File: config.mk
export PLATFORM = sky130hd
export DESIGN_NAME = ilog2_arb
export DESIGN_NICKNAME = d
export VERILOG_FILES = /design/src/rtl/ilog2_arb.sv
export SDC_FILE = /design/constraint.sdc
export NUM_CORES = 1
export LEC_CHECK = 0
export BUFFER_PORTS_ARGS = -buffer_cell sky130_fd_sc_hd__buf_2
export CAP_MARGIN = 20
export CORE_MARGIN = 1
export CORE_UTILIZATION = 52
export CTS_CLUSTER_SIZE = 16
export DETAILED_ROUTE_END_ITERATION = 12
export GPL_TIMING_DRIVEN = 0
export PLACE_DENSITY_LB_ADDON = 0.15
export SLEW_MARGIN = 20
export SYNTH_ARGS = -nofsm -noshare
export SYNTH_HDL_FRONTEND = slang
export SYNTH_SLANG_ARGS = --single-unit
File: constraint.sdc
create_clock -name clk -period 3.9 [get_ports clk]
set_clock_uncertainty 0.15 [all_clocks]
set_input_delay 0.78 -clock clk [delete_from_list [all_inputs] [get_ports clk]]
set_output_delay 0.78 -clock clk [all_outputs]
set_load 0.05 [all_outputs]
File: src/rtl/ilog2_arb.sv
// ilog2_arb: round-robin front end that lets NREQ requesters share one
// pipelined floor(log2) core. Each requester holds two result credits, so its
// two-entry result FIFO can never overflow and a stalled consumer only blocks
// its own requester. Zero operands bypass the core via a flag in the tag pipe.
module ilog2_arb #(
  parameter int NREQ = 4,
  parameter int LAT  = 3
) (
  input  logic                clk,
  input  logic                reset,
  input  logic [NREQ-1:0]     req_valid,
  input  logic [32*NREQ-1:0]  req_v,
  output logic [NREQ-1:0]     req_ready,
  output logic [NREQ-1:0]     rsp_valid,
  output logic [5*NREQ-1:0]   rsp_log2,
  output logic [NREQ-1:0]     rsp_zero,
  input  logic [NREQ-1:0]     rsp_ready,
  output logic [31:0]         core_v,
  input  logic [4:0]          core_log2,
  output logic                busy
);

  localparam int PW = (NREQ > 1) ? $clog2(NREQ) : 1;

  logic [PW-1:0]   rr_ptr;
  logic [1:0]      inflight [NREQ];
  logic [1:0]      fifo_cnt [NREQ];
  logic [1:0]      credit   [NREQ];
  logic [NREQ-1:0] eligible;
  logic [NREQ-1:0] gnt_vec;
  logic [NREQ-1:0] push_vec;
  logic [NREQ-1:0] pop_vec;
  logic [NREQ-1:0] fifo_ne;

  logic            gnt_any;
  logic [PW-1:0]   gnt_id;
  logic [31:0]     gnt_opnd;
  logic            gnt_zero;

  // Issue stage sits alongside core_v: it is the cycle the core samples.
  logic            iss_valid;
  logic [PW-1:0]   iss_id;
  logic            iss_zero;

  logic            tp_valid [LAT];
  logic [PW-1:0]   tp_id    [LAT];
  logic            tp_zero  [LAT];

  logic [4:0]      fifo_log2 [NREQ][2];
  logic            fifo_zf   [NREQ][2];
  logic            fifo_wp   [NREQ];
  logic            fifo_rp   [NREQ];

  logic [4:0]      push_log2;
  logic            push_zero;

  // Credit is whatever is not already in flight or sitting in the FIFO.
  always_comb begin
    eligible = '0;
    fifo_ne  = '0;
    for (int i = 0; i < NREQ; i++) begin
      credit[i]   = 2'd2 - inflight[i] - fifo_cnt[i];
      eligible[i] = req_valid[i] && (credit[i] != 2'd0);
      fifo_ne[i]  = (fifo_cnt[i] != 2'd0);
    end
  end

  // Round-robin pick: first eligible index at or after rr_ptr.
  always_comb begin : arb
    logic [PW-1:0] cand;
    cand    = '0;
    gnt_any = 1'b0;
    gnt_id  = '0;
    for (int k = 0; k < NREQ; k++) begin
      cand = PW'((int'(rr_ptr) + k) % NREQ);
      if (!gnt_any && eligible[cand]) begin
        gnt_any = 1'b1;
        gnt_id  = cand;
      end
    end
  end

  // One-hot grant and the granted operand.
  always_comb begin
    gnt_vec = '0;
    if (gnt_any) gnt_vec[gnt_id] = 1'b1;
    req_ready = reset ? '0 : gnt_vec;
    gnt_opnd  = req_v[32*gnt_id +: 32];
    gnt_zero  = (gnt_opnd == 32'd0);
  end

  // Result delivery: tag pipe output steers the core result into FIFO[id].
  always_comb begin
    push_vec  = '0;
    if (tp_valid[LAT-1]) push_vec[tp_id[LAT-1]] = 1'b1;
    push_zero = tp_zero[LAT-1];
    push_log2 = tp_zero[LAT-1] ? 5'd0 : core_log2;
    pop_vec   = fifo_ne & rsp_ready;
  end

  // Issue register: operand to the core, issue tag, round-robin pointer.
  // A zero operand leaves core_v untouched; the core output is ignored for it.
  always_ff @(posedge clk) begin
    if (reset) begin
      rr_ptr    <= '0;
      core_v    <= '0;
      iss_valid <= 1'b0;
      iss_id    <= '0;
      iss_zero  <= 1'b0;
    end else begin
      iss_valid <= gnt_any;
      iss_id    <= gnt_id;
      iss_zero  <= gnt_zero;
      if (gnt_any && !gnt_zero) core_v <= gnt_opnd;
      if (gnt_any) rr_ptr <= (gnt_id == PW'(NREQ-1)) ? '0 : gnt_id + 1'b1;
    end
  end

  // Tag pipe tracking the core, LAT stages behind the issue register.
  always_ff @(posedge clk) begin
    if (reset) begin
      for (int j = 0; j < LAT; j++) begin
        tp_valid[j] <= 1'b0;
        tp_id[j]    <= '0;
        tp_zero[j]  <= 1'b0;
      end
    end else begin
      tp_valid[0] <= iss_valid;
      tp_id[0]    <= iss_id;
      tp_zero[0]  <= iss_zero;
      for (int j = 1; j < LAT; j++) begin
        tp_valid[j] <= tp_valid[j-1];
        tp_id[j]    <= tp_id[j-1];
        tp_zero[j]  <= tp_zero[j-1];
      end
    end
  end

  // Per-requester occupancy: in-flight grows on grant, FIFO on push.
  always_ff @(posedge clk) begin
    for (int i = 0; i < NREQ; i++) begin
      if (reset) begin
        inflight[i] <= 2'd0;
        fifo_cnt[i] <= 2'd0;
      end else begin
        inflight[i] <= inflight[i] + {1'b0, gnt_vec[i]} - {1'b0, push_vec[i]};
        fifo_cnt[i] <= fifo_cnt[i] + {1'b0, push_vec[i]} - {1'b0, pop_vec[i]};
      end
    end
  end

  // Two-entry result FIFOs; push and pop in one cycle both take effect.
  always_ff @(posedge clk) begin
    for (int i = 0; i < NREQ; i++) begin
      if (reset) begin
        fifo_wp[i]      <= 1'b0;
        fifo_rp[i]      <= 1'b0;
        fifo_log2[i][0] <= 5'd0;
        fifo_log2[i][1] <= 5'd0;
        fifo_zf[i][0]   <= 1'b0;
        fifo_zf[i][1]   <= 1'b0;
      end else begin
        if (push_vec[i]) begin
          fifo_log2[i][fifo_wp[i]] <= push_log2;
          fifo_zf[i][fifo_wp[i]]   <= push_zero;
          fifo_wp[i]               <= ~fifo_wp[i];
        end
        if (pop_vec[i]) fifo_rp[i] <= ~fifo_rp[i];
      end
    end
  end

  // Response outputs show the FIFO heads; all forced quiet during reset.
  always_comb begin
    rsp_valid = '0;
    rsp_log2  = '0;
    rsp_zero  = '0;
    for (int i = 0; i < NREQ; i++) begin
      rsp_valid[i]       = !reset && fifo_ne[i];
      rsp_log2[5*i +: 5] = reset ? 5'd0 : fifo_log2[i][fifo_rp[i]];
      rsp_zero[i]        = !reset && fifo_zf[i][fifo_rp[i]];
    end
  end

  // Busy while anything is issued, in the tag pipe, or buffered.
  always_comb begin
    busy = iss_valid || (|fifo_ne);
    for (int j = 0; j < LAT; j++) busy = busy || tp_valid[j];
    if (reset) busy = 1'b0;
  end

endmodule

# [Yosys cells after proc, flatten, opt, wreduce, memory -nomap -nowiden]
# Memory sizes are Yosys's and may differ from the RTL's.
# Index checks and enable logic that the tools add are counted.
[word_totals] out_inout_bits=65 input_bits=143 wordCells=373 n_memories=9 register_bits=38 mem_bits_rw=84
[op_classes] mux=178 n_eq_ne=1 bitwise_logic=90 order_cmp=20 shifts=1 add_sub_neg=28 reduce_logical=41
[mem_list] name="fifo_log2" depth=4 word_bits=10 read_ports=4 rd_clocked_by_memory_dff=0 write_ports=4 line="49" source="logic [4:0] fifo_log2 [NREQ][2];"
[mem_list] name="fifo_cnt" depth=4 word_bits=2 read_ports=4 rd_clocked_by_memory_dff=0 write_ports=4 line="27" source="logic [1:0] fifo_cnt [NREQ];"
[mem_list] name="fifo_zf" depth=4 word_bits=2 read_ports=4 rd_clocked_by_memory_dff=0 write_ports=4 line="50" source="logic fifo_zf [NREQ][2];"
[mem_list] name="inflight" depth=4 word_bits=2 read_ports=4 rd_clocked_by_memory_dff=0 write_ports=4 line="26" source="logic [1:0] inflight [NREQ];"
[mem_list] name="tp_id" depth=3 word_bits=2 read_ports=3 rd_clocked_by_memory_dff=0 write_ports=3 line="46" source="logic [PW-1:0] tp_id [LAT];"
[mem_list] name="fifo_rp" depth=4 word_bits=1 read_ports=4 rd_clocked_by_memory_dff=0 write_ports=4 line="52" source="logic fifo_rp [NREQ];"
[mem_list] name="3 more memories"
[ops] operator="128-bit by 8-bit indexed part select with 32-bit output" n=1
[ops] operator="1-bit two-way mux" n=116
[ops] operator="5-bit two-way mux" n=21
[ops] operator="1-bit OR" n=73
[ops] operator="10-bit two-way mux" n=4
[ops] operator="2-bit two-way mux" n=20
[ops] operator="32-bit logical NOT" n=1
[ops] operator="1-bit logical AND" n=22
[ops] operator="5-bit demux with 1-bit select" n=4
[ops] operator="2-bit by 3-bit less-than comparator with 1-bit output, second input constant" n=6
[ops] operator="2-bit by 1-bit adder with 2-bit output" n=8
[ops] operator="2-bit >= comparator, second input constant" n=8
[ops] operator="1-bit inverter with 2-bit output" n=8
[ops] operator="2-bit nonzero test" n=8
[ops] operator="2-bit by 1-bit subtractor with 2-bit output" n=8
[ops] operator="4-bit two-way mux" n=3
[ops] operator="1-bit binary-select mux with 2-bit select" n=4
[ops] operator="2-bit by 1-bit less-than comparator with 1-bit output, second input constant" n=4
[ops] operator="1-bit inverter" n=8
[ops] operator="2-bit subtractor" n=4
[ops] operator="2-bit subtractor, first input constant" n=4
[ops] operator="1-bit logical NOT" n=5
[ops] operator="2-bit by 1-bit adder with 2-bit output, second input constant" n=2
[ops] operator="2-bit adder, second input constant" n=2
[ops] operator="7 further kinds" n=15

# [Depth between registers and ports, before layout]
# Gate-level depths: netlist of the first run.
[logic_depth] ltp_word=24 mapped_depth=17 depth_no_buf=14

# [Worst setup path after synthesis of the first run]
# OpenSTA, ideal clock, no wires.
[synth_timing] kind="register to register" start="memory fifo_cnt[2][1]" end="register core_v[10]" t_required_ns=3.618 setup_time_ns=0.132 arrival_ns=3.072 stages_incl_launch_ff=16 synth_period_minus_slack_ns=3.354 path_buffers=3 setup_slack_ns=0.546 cell_sequence="dfxtp_1 > xor3_1 > o21ai_2 > o221ai_1 > and2_4 > nor2_4 > inv_2 > buf_6 > buf_4 > a221oi_1 > o22ai_1 > nor4_2 > nand4_1 > clkbuf_1 > nand3_1 > a21oi_1"
[synth_rtl] element="start: declaration" line="27"
[synth_rtl] element="end signal: assignment" line="114" source="if (gnt_any && !gnt_zero) core_v <= gnt_opnd;"
[synth_rtl] element="end: declaration" line="18" source="output logic [31:0] core_v,"

==> results of run 1 <==
registers in the layout, indices dropped and copies added (netlist names):
| name | cells |
|---|---|
| iss_valid | 1 |
| fifo_log2 | 40 |
| fifo_cnt | 8 |
| fifo_rp | 4 |
| inflight | 8 |
| tp_valid | 3 |
| rr_ptr | 2 |
| core_v | 32 |
| tp_zero | 3 |
| fifo_zf | 8 |
| iss_id | 2 |
| tp_id | 6 |
| iss_zero | 1 |
| fifo_wp | 4 |
what timing repair did:
item                       CTS  global route
setup endpoints to repair   37            37
gates resized for setup     42           132
pin swaps                    3            16
hold endpoints to repair     0             0
cloned                       0             0
setup buffers                2             8
hold buffers                 0             0
cell usage in the layout, fill, tap and decap left out, drive strengths merged:
cell type / synthesis / routed
xnor2: 8 / 8
xor2: 8 / 8
a311oi: 1 / 1
nor2b: 22 / 22
clkbuf: 51 / 62
nand2: 12 / 12
bufinv: 0 / 5
xor3: 4 / 4
and4: 1 / 1
o21ai: 41 / 41
buf: 11 / 237
o21bai: 1 / 1
o221ai: 1 / 1
and2: 73 / 73
nand3: 34 / 34
or2: 1 / 1
o21a: 2 / 2
and3: 1 / 1
inv: 33 / 33
nand4: 1 / 1
mux2i: 24 / 24
nor4: 6 / 6
or3: 4 / 4
a211oi: 1 / 1
edfxtp: 56 / 56
clkinv: 0 / 4
o211ai: 1 / 1
clkinvlp: 0 / 3
ha: 24 / 24
a21oi: 34 / 34
a41oi: 1 / 1
nand2b: 16 / 16
nor3: 5 / 5
o22ai: 16 / 16
or3b: 1 / 1
a221oi: 64 / 64
nor2: 129 / 129
nand3b: 2 / 2
dfxtp: 66 / 66
worst reg2reg max path: stages, from the launching register on:
cell and delay (ns):
dfxtp_1 0.39, xor3_1 0.43, o21a_1 0.26, or2_1 0.23, clkbuf_1 0.24, clkbuf_1 0.29, and2_1 0.24, a221oi_2 0.31
o22ai_1 0.14, nor4_2 0.33, nand4_1 0.19, buf_4 0.20, buf_6 0.14, nand3_1 0.12, a21oi_1 0.09
stage by stage:
stage	total power [mW]	area, µm²
5_1_grt	9.10	9610
3_5_place_dp	5.62	8110
6_report	8.72	9610
3_3_place_gp	5.57	8110
2_1_floorplan	4.59	6860
4_1_cts	7.64	8980
worst paths after layout:
path                 endpoint  cells after the start      startpoint
hold / removal    tp_id[0][5]                      1     tp_id[0][3]
hold reg to reg   tp_id[0][5]                      1     tp_id[0][3]
setup / recovery   core_v[30]                     14  fifo_cnt[3][1]
setup reg to reg   core_v[30]                     14  fifo_cnt[3][1]
kinds of logic after synthesis:
group	Yosys count
AND/OR/NAND/NOR	308
AO/OA/AOI/OAI	163
flip-flops	122
buffers and inverters	95
multiplexers	24
adder cells (fa/ha/maj)	24
XOR/XNOR	20
power groups by stage:
stage	logic [mW]	clock network, mW	registers [mW]
6_report	5.29	1.73	1.71
5_1_grt	5.56	1.80	1.74
4_1_cts	4.20	1.73	1.70
3_5_place_dp	3.90	0	1.72
3_3_place_gp	3.86	0	1.72
2_1_floorplan	2.45	0	2.14
area by class of cell:
class                   count  share of cell area, %
plain buffers              62                   3.84
multi-input cells         539                   42.7
well taps                 172                   2.24
flip-flops and latches    122                   31.3
clock inverters            12                   2.03
inverters                  33                   1.29
repair buffers            217                   11.8
clock buffers              20                   4.75
metal layers:
| metal | part of all wire [%] | vias to the layer above | routed length [µm] |
|---|---|---|---|
| li1 | - | 3170 | - |
| met5 | 0 | - | 0 |
| met2 | 48 | 398 | 10700 |
| met1 | 39 | 3288 | 8640 |
| met4 | 4.9 | 0 | 1090 |
| met3 | 8.5 | 98 | 1900 |
==> out/qor.txt, run 1 <==
r2r setup slk - 0.009 ns
Remaining Overflow, GRT - 0
io pins - 208
slowest cell on the critical path - xor3_1
count of state elements after synthesis - 122
FMAX - 257 MHz
Clock Path Buffers - 2
First-pass DRT Iterations - 6
fillers - 909
Fin Hold WS - 0.288 ns
Worst-Margin Slew - 0.693 ns
grt met1 use - 38.4%
WP data arrival - 4.01 ns
vias in the first global route - 6271
Core Rows - 41
met2 Usage GRT - 52.7%
syn_nets - 923
Peak supply drop - 0.581 mV
critical path peak fanout - 10
Initial Util - 53.9%
Power Density - 908 nW/µm²
status - complete, no violations
grt peak-use layer - met2
Antenna Cells - 0
Die Y - 117 µm
Post-Layout Cell Count - 1177
worst skew pair latency - 0.42 ns
Core Footprint - 12700 µm²
Post-Route WL - 22.4 mm
switching power - 4.12 mW
post-synthesis async set-or-reset flop share - 0%
DR vias - 6954
gr usage total - 31.7%
wire per inst - 19.0 µm
Top delay family on crit path - simple AND/OR/NAND/NOR gates
largest area contributor in the netlist - edfxtp_1
Final Setup Violations - 0
Port Buffers - 207
Internal Pwr Total - 4.60 mW
synth-to-layout area growth - 40.1%
1st-iter DRT viols - 614
setup TNS - 0 ns
Leak - 4.27 nW
Die Wd - 117 µm
crit path buf inv count - 4
routability cong. - 0.921
endpoint class of the critical path - flip-flop
die area - 13700 µm²
Synth Area in Simple Gates - 22.8%
Post-synth EDFFs - 56
unrepaired setup endpoints after global routing - true
Reg power frac - 19.6%
register area share after synthesis - 43.8%
main combinational cell family by area after synthesis - simple AND/OR/NAND/NOR gates
maxcap violations - 0
Layout Nets - 1159
Post-Place Cells - 1135
Slew Viols, Final - 0
CTS tree - yes
Hold Crit Class - reg -> reg
Post-synth top flop - dfxtp_1
slack of the critical path - 0.00855 ns
Synth warnings - 0
Routed Antenna Nets - 0
Comb power frac - 60.6%
Sw Ratio - 47.2%
Multi-input gate area - 4110 µm²
CTS clk-pin slew, worst paths - 0.05 ns
Post-Syn Area - 6860 µm²
count leader, synth - nor2_1
Fin. Hold Viols - 0
mux cell area share after synthesis - 3.50%
share of layout cells above drive strength 1 - 35.4%
Compound-Gate Fraction of Synth Area - 16.4%
cells along the critical path - xor3_1 -> o21a_1 -> or2_1 -> clkbuf_1 -> clkbuf_1 -> and2_1 -> a221oi_2 -> o22ai_1 -> nor4_2 -> nand4_1 -> buf_4 -> buf_6 -> nand3_1 -> a21oi_1
drt via density - 5.91
met3 usage - 7.93%
CTS sink cnt - 122
max incr delay on CP - 0.43 ns
adder-cell share of the synthesized area - 4.38%
DRC violations left - 0
initial antenna violation count - 0
Req. time, crit path - 4.02 ns
crit share post-route - 99.8%
Post-DP HPWL - 15.8 mm
global-route wire length before repair - 31.7 mm
Tmin final - 3.89 ns
largest net degree at the start of global routing - 17
Num CTS Buffers - 17
clock network fraction of total power - 19.8%
Netlist cell types - 45
CTS root buf - clkbuf_16
CP dominant cell by count - clkbuf_1
top cells by count, synth - nor2_1 (128), and2_1 (72), dfxtp_1 (66), a221oi_1 (64), edfxtp_1 (56)
Max H-tree Level - 4
sequential cell area - 3010 µm²
Mapped Avg Cell Area - 9.08 µm²
dpl ws - -0.471 ns
max_slew headroom - 53.8%
Setup CP Type - reg -> reg
CP Launch Type - flip-flop
share of the synthesized area in the top cell type - 24.5%
xor/xnor share of the synthesized area - 3.43%
Cells after Synth - 756
ranking of synthesized cells by area - edfxtp_1 (25%), dfxtp_1 (19%), a221oi_1 (8.2%), nor2_1 (7.0%), and2_1 (6.6%)
Util after Layout - 75.5%
No activity file was read; power rests on OpenSTA's default activity.
==> inputs of run 2 (changes only) <==
- ABC_AREA: default -> 1
- CORE_UTILIZATION: 52 -> 53
==> run 2 against run 1 <==
  * Combinational power is 27% higher
  * Largest cell class unchanged
  * Worst setup slack better by 0.13 ns
  * Sequential cell count stayed put
  * Total power is 15% higher
  * Clock power is 6% lower
  * Critical endpoint is now req_ready[0]
  * Fmax is 3.5% higher
==> out/qor.txt, run 2 <==
status - complete, no violations
commonest non-fill, non-tap cell in the layout - nand2_1
Top delay family on crit path - simple AND/OR/NAND/NOR gates
DRC violations left - 0
worst skew pair latency - 0.40 ns
Slew Viols, Final - 0
1st-iter DRT viols - 655
Fin. Hold Viols - 0
Cells after Synth - 1027
global-route wire length before repair - 33.1 mm
top cells by count, synth - nand2_1 (263), nor2_1 (204), inv_1 (138), nand3_1 (91), dfxtp_1 (66)
register area share after synthesis - 41.8%
CTS sink cnt - 122
gr usage total - 30.1%
Setup CP Type - reg -> out
crit share post-route - 96.4%
Biggest register - fifo_log2
commonest non-fill, non-tap cells in the layout - nand2_1 (260), buf_2 (208), nor2_1 (199)
Leak - 4.84 nW
Post-CTS Hold Buffers - 0
CTS root buf - clkbuf_16
Port Buffers - 207
Routed Antenna Nets - 0
Req. time, crit path - 2.97 ns
CTS clk-pin slew, worst paths - 0.06 ns
Post-synth top flop - dfxtp_1
Core Rows - 42
Initial Util - 54.2%
dpl ws - 0.340 ns
Post-DP HPWL - 15.5 mm
First-pass DRT Iterations - 5
slack of the critical path - 0.141 ns
Worst-Margin Slew - 0.810 ns
post-synthesis async set-or-reset flop share - 0%
critical path peak fanout - 8
Power Density - 1090 nW/µm²
largest area contributor in the netlist - edfxtp_1
Peak supply drop - 0.838 mV
count of state elements after synthesis - 122
synth-to-layout area growth - 29.0%
wire per inst - 14.2 µm
WP data arrival - 2.83 ns
max incr delay on CP - 0.30 ns
Fin Hold WS - 0.252 ns
die area - 14000 µm²
slowest cell on the critical path - dfxtp_1
Die Y - 118 µm
cells along the critical path - inv_1 -> ha_2 -> inv_1 -> nand2_1 -> nand2_1 -> nand2_1 -> nand3_2 -> nand3_2 -> nand2_4 -> o21ai_4 -> buf_4 -> nand2_2 -> nand2_4 -> nand3_4 -> buf_8 -> buf_8 -> ha_1 -> inv_1 -> nor2_2 -> buf_6
Hold Crit Class - reg -> reg
hold path cells - 2
CP Launch Type - flip-flop
initial antenna violation count - 2
DR vias - 7394
Die Wd - 118 µm
Post-Route WL - 20.6 mm
syn_nets - 1194
endpoint class of the critical path - primary output
ranking of synthesized cells by area - edfxtp_1 (23%), dfxtp_1 (18%), nand2_1 (14%), nor2_1 (11%), inv_1 (7.2%)
Layout Nets - 1431
routability cong. - 0.983
Num CTS Buffers - 17
CTS tree - yes
largest net degree at the start of global routing - 17
Post-Layout Cell Count - 1454
Mapped Avg Cell Area - 6.99 µm²
Tmin final - 3.76 ns
io pins - 208
count leader, synth - nand2_1
vias in the first global route - 6776
maxcap violations - 0
Netlist cell types - 28
Post-synth EDFFs - 56
crit path buf inv count - 7
max_slew headroom - 45.6%
Clock Path Buffers - 2
Post-Place Cells - 1410
Final Setup Violations - 0
r2r setup slk - 0.23 ns
Core Footprint - 13200 µm²
Synth warnings - 0
Post-Syn Area - 7180 µm²
critical path depth in cells - 20
share of layout cells above drive strength 1 - 25.1%
drt via density - 5.09
max FFs per register - 40
share of the synthesized area in the top cell type - 23.4%
Top Registers - fifo_log2: 40 flops, core_v: 32 flops
Remaining Overflow, GRT - 0
FMAX - 266 MHz
Reg2Reg Depth - 25
Max H-tree Level - 4
run 2: changes by cell type after synthesis, moves of 37 or more:
cell	delta
nand4_1	+37
nor2_1	+76
inv_1	+107
nand2_1	+251
nand3_1	+57
a221oi_1	-64
and2_1	-72
run 2: metrics by stage:
step	utilization, %	setup TNS [ns]	area [µm²]	power, mW
after CTS	68.5	0	9080	9.63
after global placement	63.7	0	8430	7.87
final	69.9	0	9260	10.1
after detailed placement	63.7	0	8430	7.94
after global routing	69.9	-0.474	9260	10.9
after floorplan	-	0	7180	6.39
run 2: cells by family (layout without fill, tap and decap cells):
group                      Yosys count  in the layout  synth area share (%)
and+or+nand+nor                    629            629                  37.3
buffers and inverters              194            444                  11.9
DFF                                122            122                  41.8
AOI/OAI and AO/OA                   49             49                  3.63
adders and majority gates           24             24                  4.18
xor gates and xnor gates             9              9                  1.20
other                                0              1                     0
run 2: cell type report:
cell class | count | area [µm²]
tap | 176 | 220
buffer | 46 | 314
multi-input combinational | 711 | 3370
antenna | 1 | 2.50
clock inverter | 8 | 103
inverter | 146 | 557
sequential | 122 | 3000
timing repair buffer | 220 | 1160
fill | 1161 | 3990
clock buffer | 24 | 528
run 2: worst paths after layout:
path,from,endpoint
max,inflight[0][0],req_ready[0]
min,iss_zero,tp_zero[0][0]
max reg2reg,inflight[0][0],core_v[1]
min reg2reg,iss_zero,tp_zero[0][0]
run 2: worst min-delay path, delay by kind of cell (launching register included):
family        cells  cell delay, ns
simple gates      1            0.03
flops             1            0.29
buf+inv           1            0.04
run 2: what timing repair did:
| action | 4_1_cts | 5_1_grt |
|---|---|---|
| resized for setup | 8 | 30 |
| hold endpoints to repair | 0 | 0 |
| endpoints found under the setup margin | 4 | 35 |
| buffers inserted | 0 | 13 |
| pin swaps | 0 | 5 |
run 2: power breakdown:
group	switching, mW	internal (mW)
clock	0.547	1.08
sequential	0.133	1.60
combinational	4.51	2.20
total	5.19	4.88
run 2: routing by layer:
metal	track usage, %	vias to the layer above	share of wire, %
met1	40.7	3285	43
met4	8.01	2	1.6
li1	-	3710	-
met3	6.52	31	9.0
met2	48.6	366	46
met5	0	-	0.063
==> inputs of run 3 (changes only) <==
- CORE_UTILIZATION: 53 -> 58
- CTS_BUF_LIST: default -> sky130_fd_sc_hd__clkbuf_4
- PLACE_DENSITY: default -> 0.85
- PLACE_DENSITY_LB_ADDON: 0.15 -> default
- clock period: 3.9 -> 4.86 ns (I/O delays scaled with it)
==> run 3 against run 2 <==
  * Design area is 6.4% lower
  * Cell count is 1.4% lower
  * Clock power is 61% lower
  * Worst setup slack better by 0.34 ns
  * Utilization is 1.9 points higher
  * Highest routed layer is now met4
==> out/qor.txt, run 3 (synthesis results as in run 2) <==
largest net degree at the start of global routing - 17
crit path buf inv count - 7
CTS tree - yes
dpl cell area - 8420 µm²
Reg2Reg Depth - 27
Post-CTS Hold Buffers - 0
Biggest register - fifo_log2
Post-DP HPWL - 15.6 mm
Routed Antenna Nets - 0
Worst R2R Start - inflight[0][0]
max_slew headroom - 51.1%
1st-iter DRT viols - 675
DRC violations left - 0
Post-Layout Cell Count - 1434
Overall Power - 7.12 mW
CTS root buf - clkbuf_4
Die Wd - 113 µm
Antenna Cells - 0
Die Y - 113 µm
endpoint class of the critical path - primary output
Peak supply drop - 0.875 mV
Fin. Hold Viols - 0
initial antenna violation count - 0
die area - 12800 µm²
Num CTS Buffers - 17
Hold Crit Class - reg -> reg
Clock Path Buffers - 2
Top Registers - fifo_log2: 40 flops, core_v: 32 flops
gr usage total - 31.8%
critical path depth in cells - 18
commonest non-fill, non-tap cells in the layout - nand2_1 (263), buf_2 (218), nor2_1 (204)
PostCTS Resize Cnt - 0
crit share post-route - 90.1%
drt via density - 5.15
synth-to-layout area growth - 20.7%
r2r setup slk - 1.28 ns
crit path capture - req_ready[3]
Fin Hold WS - 0.257 ns
cells along the critical path - inv_1 -> ha_1 -> inv_1 -> nand2_1 -> nand2_1 -> nand2_1 -> nand3_1 -> nand3_1 -> nand3_1 -> nand2_1 -> nand4_1 -> buf_2 -> buf_6 -> inv_1 -> nor2_1 -> inv_1 -> nor2_1 -> buf_2
max FFs per register - 40
max incr delay on CP - 0.32 ns
Initial Util - 59.5%
Post-Route WL - 20.1 mm
slowest cell on the critical path - dfxtp_1
worst skew pair latency - 0.54 ns
Power Density - 822 nW/µm²
Core Footprint - 12100 µm²
Max H-tree Level - 4
WP data arrival - 3.26 ns
global-route wire length before repair - 31.7 mm
Tmin final - 4.38 ns
CTS sink cnt - 122
share of layout cells above drive strength 1 - 23.3%
DR vias - 7378
setup TNS - 0 ns
Setup CP Type - reg -> out
routability cong. - 0.947
First-pass DRT Iterations - 8
Remaining Overflow, GRT - 0
Hold Crit Start - iss_zero
R2R Path End - core_v[10]
fin area - 8660 µm²
Post-Place Cells - 1402
commonest non-fill, non-tap cell in the layout - nand2_1
Crit. Startpoint - inflight[0][0]
Leak - 4.60 nW
Core Rows - 40
Req. time, crit path - 3.74 ns
wire per inst - 14.0 µm
critical path peak fanout - 10
Final Setup Violations - 0
unrepaired setup endpoints after global routing - false
FMAX - 228 MHz
CP Launch Type - flip-flop
CTS clk-pin slew, worst paths - 0.11 ns
maxcap violations - 0
io pins - 208
Layout Nets - 1420
status - complete, no violations
Post-CTS Setup Bufs - 0
Slew Viols, Final - 0
Top delay family on crit path - buffers and inverters
Worst-Margin Slew - 0.728 ns
Port Buffers - 207
vias in the first global route - 6696
-- run 3: cell count changes in the layout (fill, tap and decap cells not counted), sizes merged --
cell	change
buf	-10
clkbuf	-4
clkinv	+3
bufinv	-1
clkinvlp	+1
diode	-1
-- run 3: worst min-delay path, cell delays in order (launching register included) --
cell and delay (ns):
dfxtp_1 0.31, inv_1 0.04, nor2_1 0.03
-- run 3: per-stage QoR --
step           utilization [%]  worst slack, ns
4_1_cts                   71.8            0.482
5_1_grt                   71.8            0.163
2_1_floorplan                -             1.01
6_report                  71.8            0.479
3_5_place_dp              69.8            0.862
3_3_place_gp              69.8            0.893
-- run 3: routing by layer --
metal | part of all wire (%) | vias up | wire (µm) | global-route usage [%]
met1 | 42 | 3288 | 8490 | 40.7
met2 | 47 | 348 | 9450 | 53.4
met5 | 0 | - | 0 | 0
li1 | - | 3692 | - | -
met3 | 7.6 | 50 | 1530 | 5.41
met4 | 3.0 | 0 | 608 | 13.2
-- run 3: worst min-delay path by stage --
| stage | to | cells after the start |
|---|---|---|
| 2_1_floorplan | tp_id[0][0] | 2 |
| 3_3_place_gp | tp_zero[0][1] | 2 |
| 3_5_place_dp | tp_id[0][3] | 2 |
| 4_1_cts | tp_zero[0][0] | 2 |
| 5_1_grt | tp_zero[0][0] | 2 |
| 6_report | tp_zero[0][0] | 2 |
-- run 3: layout make-up --
type,instances,area (µm²)
Buffer,48,303
Clock buffer,21,158
Clock inverter,11,83.8
Fill cell,1045,3400
Inverter,146,548
Multi-Input combinational cell,711,3320
Sequential cell,122,3000
Tap cell,168,210
Timing Repair Buffer,207,1040
-- run 3: power by group --
group	switching (mW)	internal [mW]	leakage (nW)	total [mW]
registers	0.103	1.28	1.12	1.39
clock network	0.372	0.268	0.137	0.640
logic	3.54	1.56	3.34	5.09
total	4.01	3.11	4.60	7.12
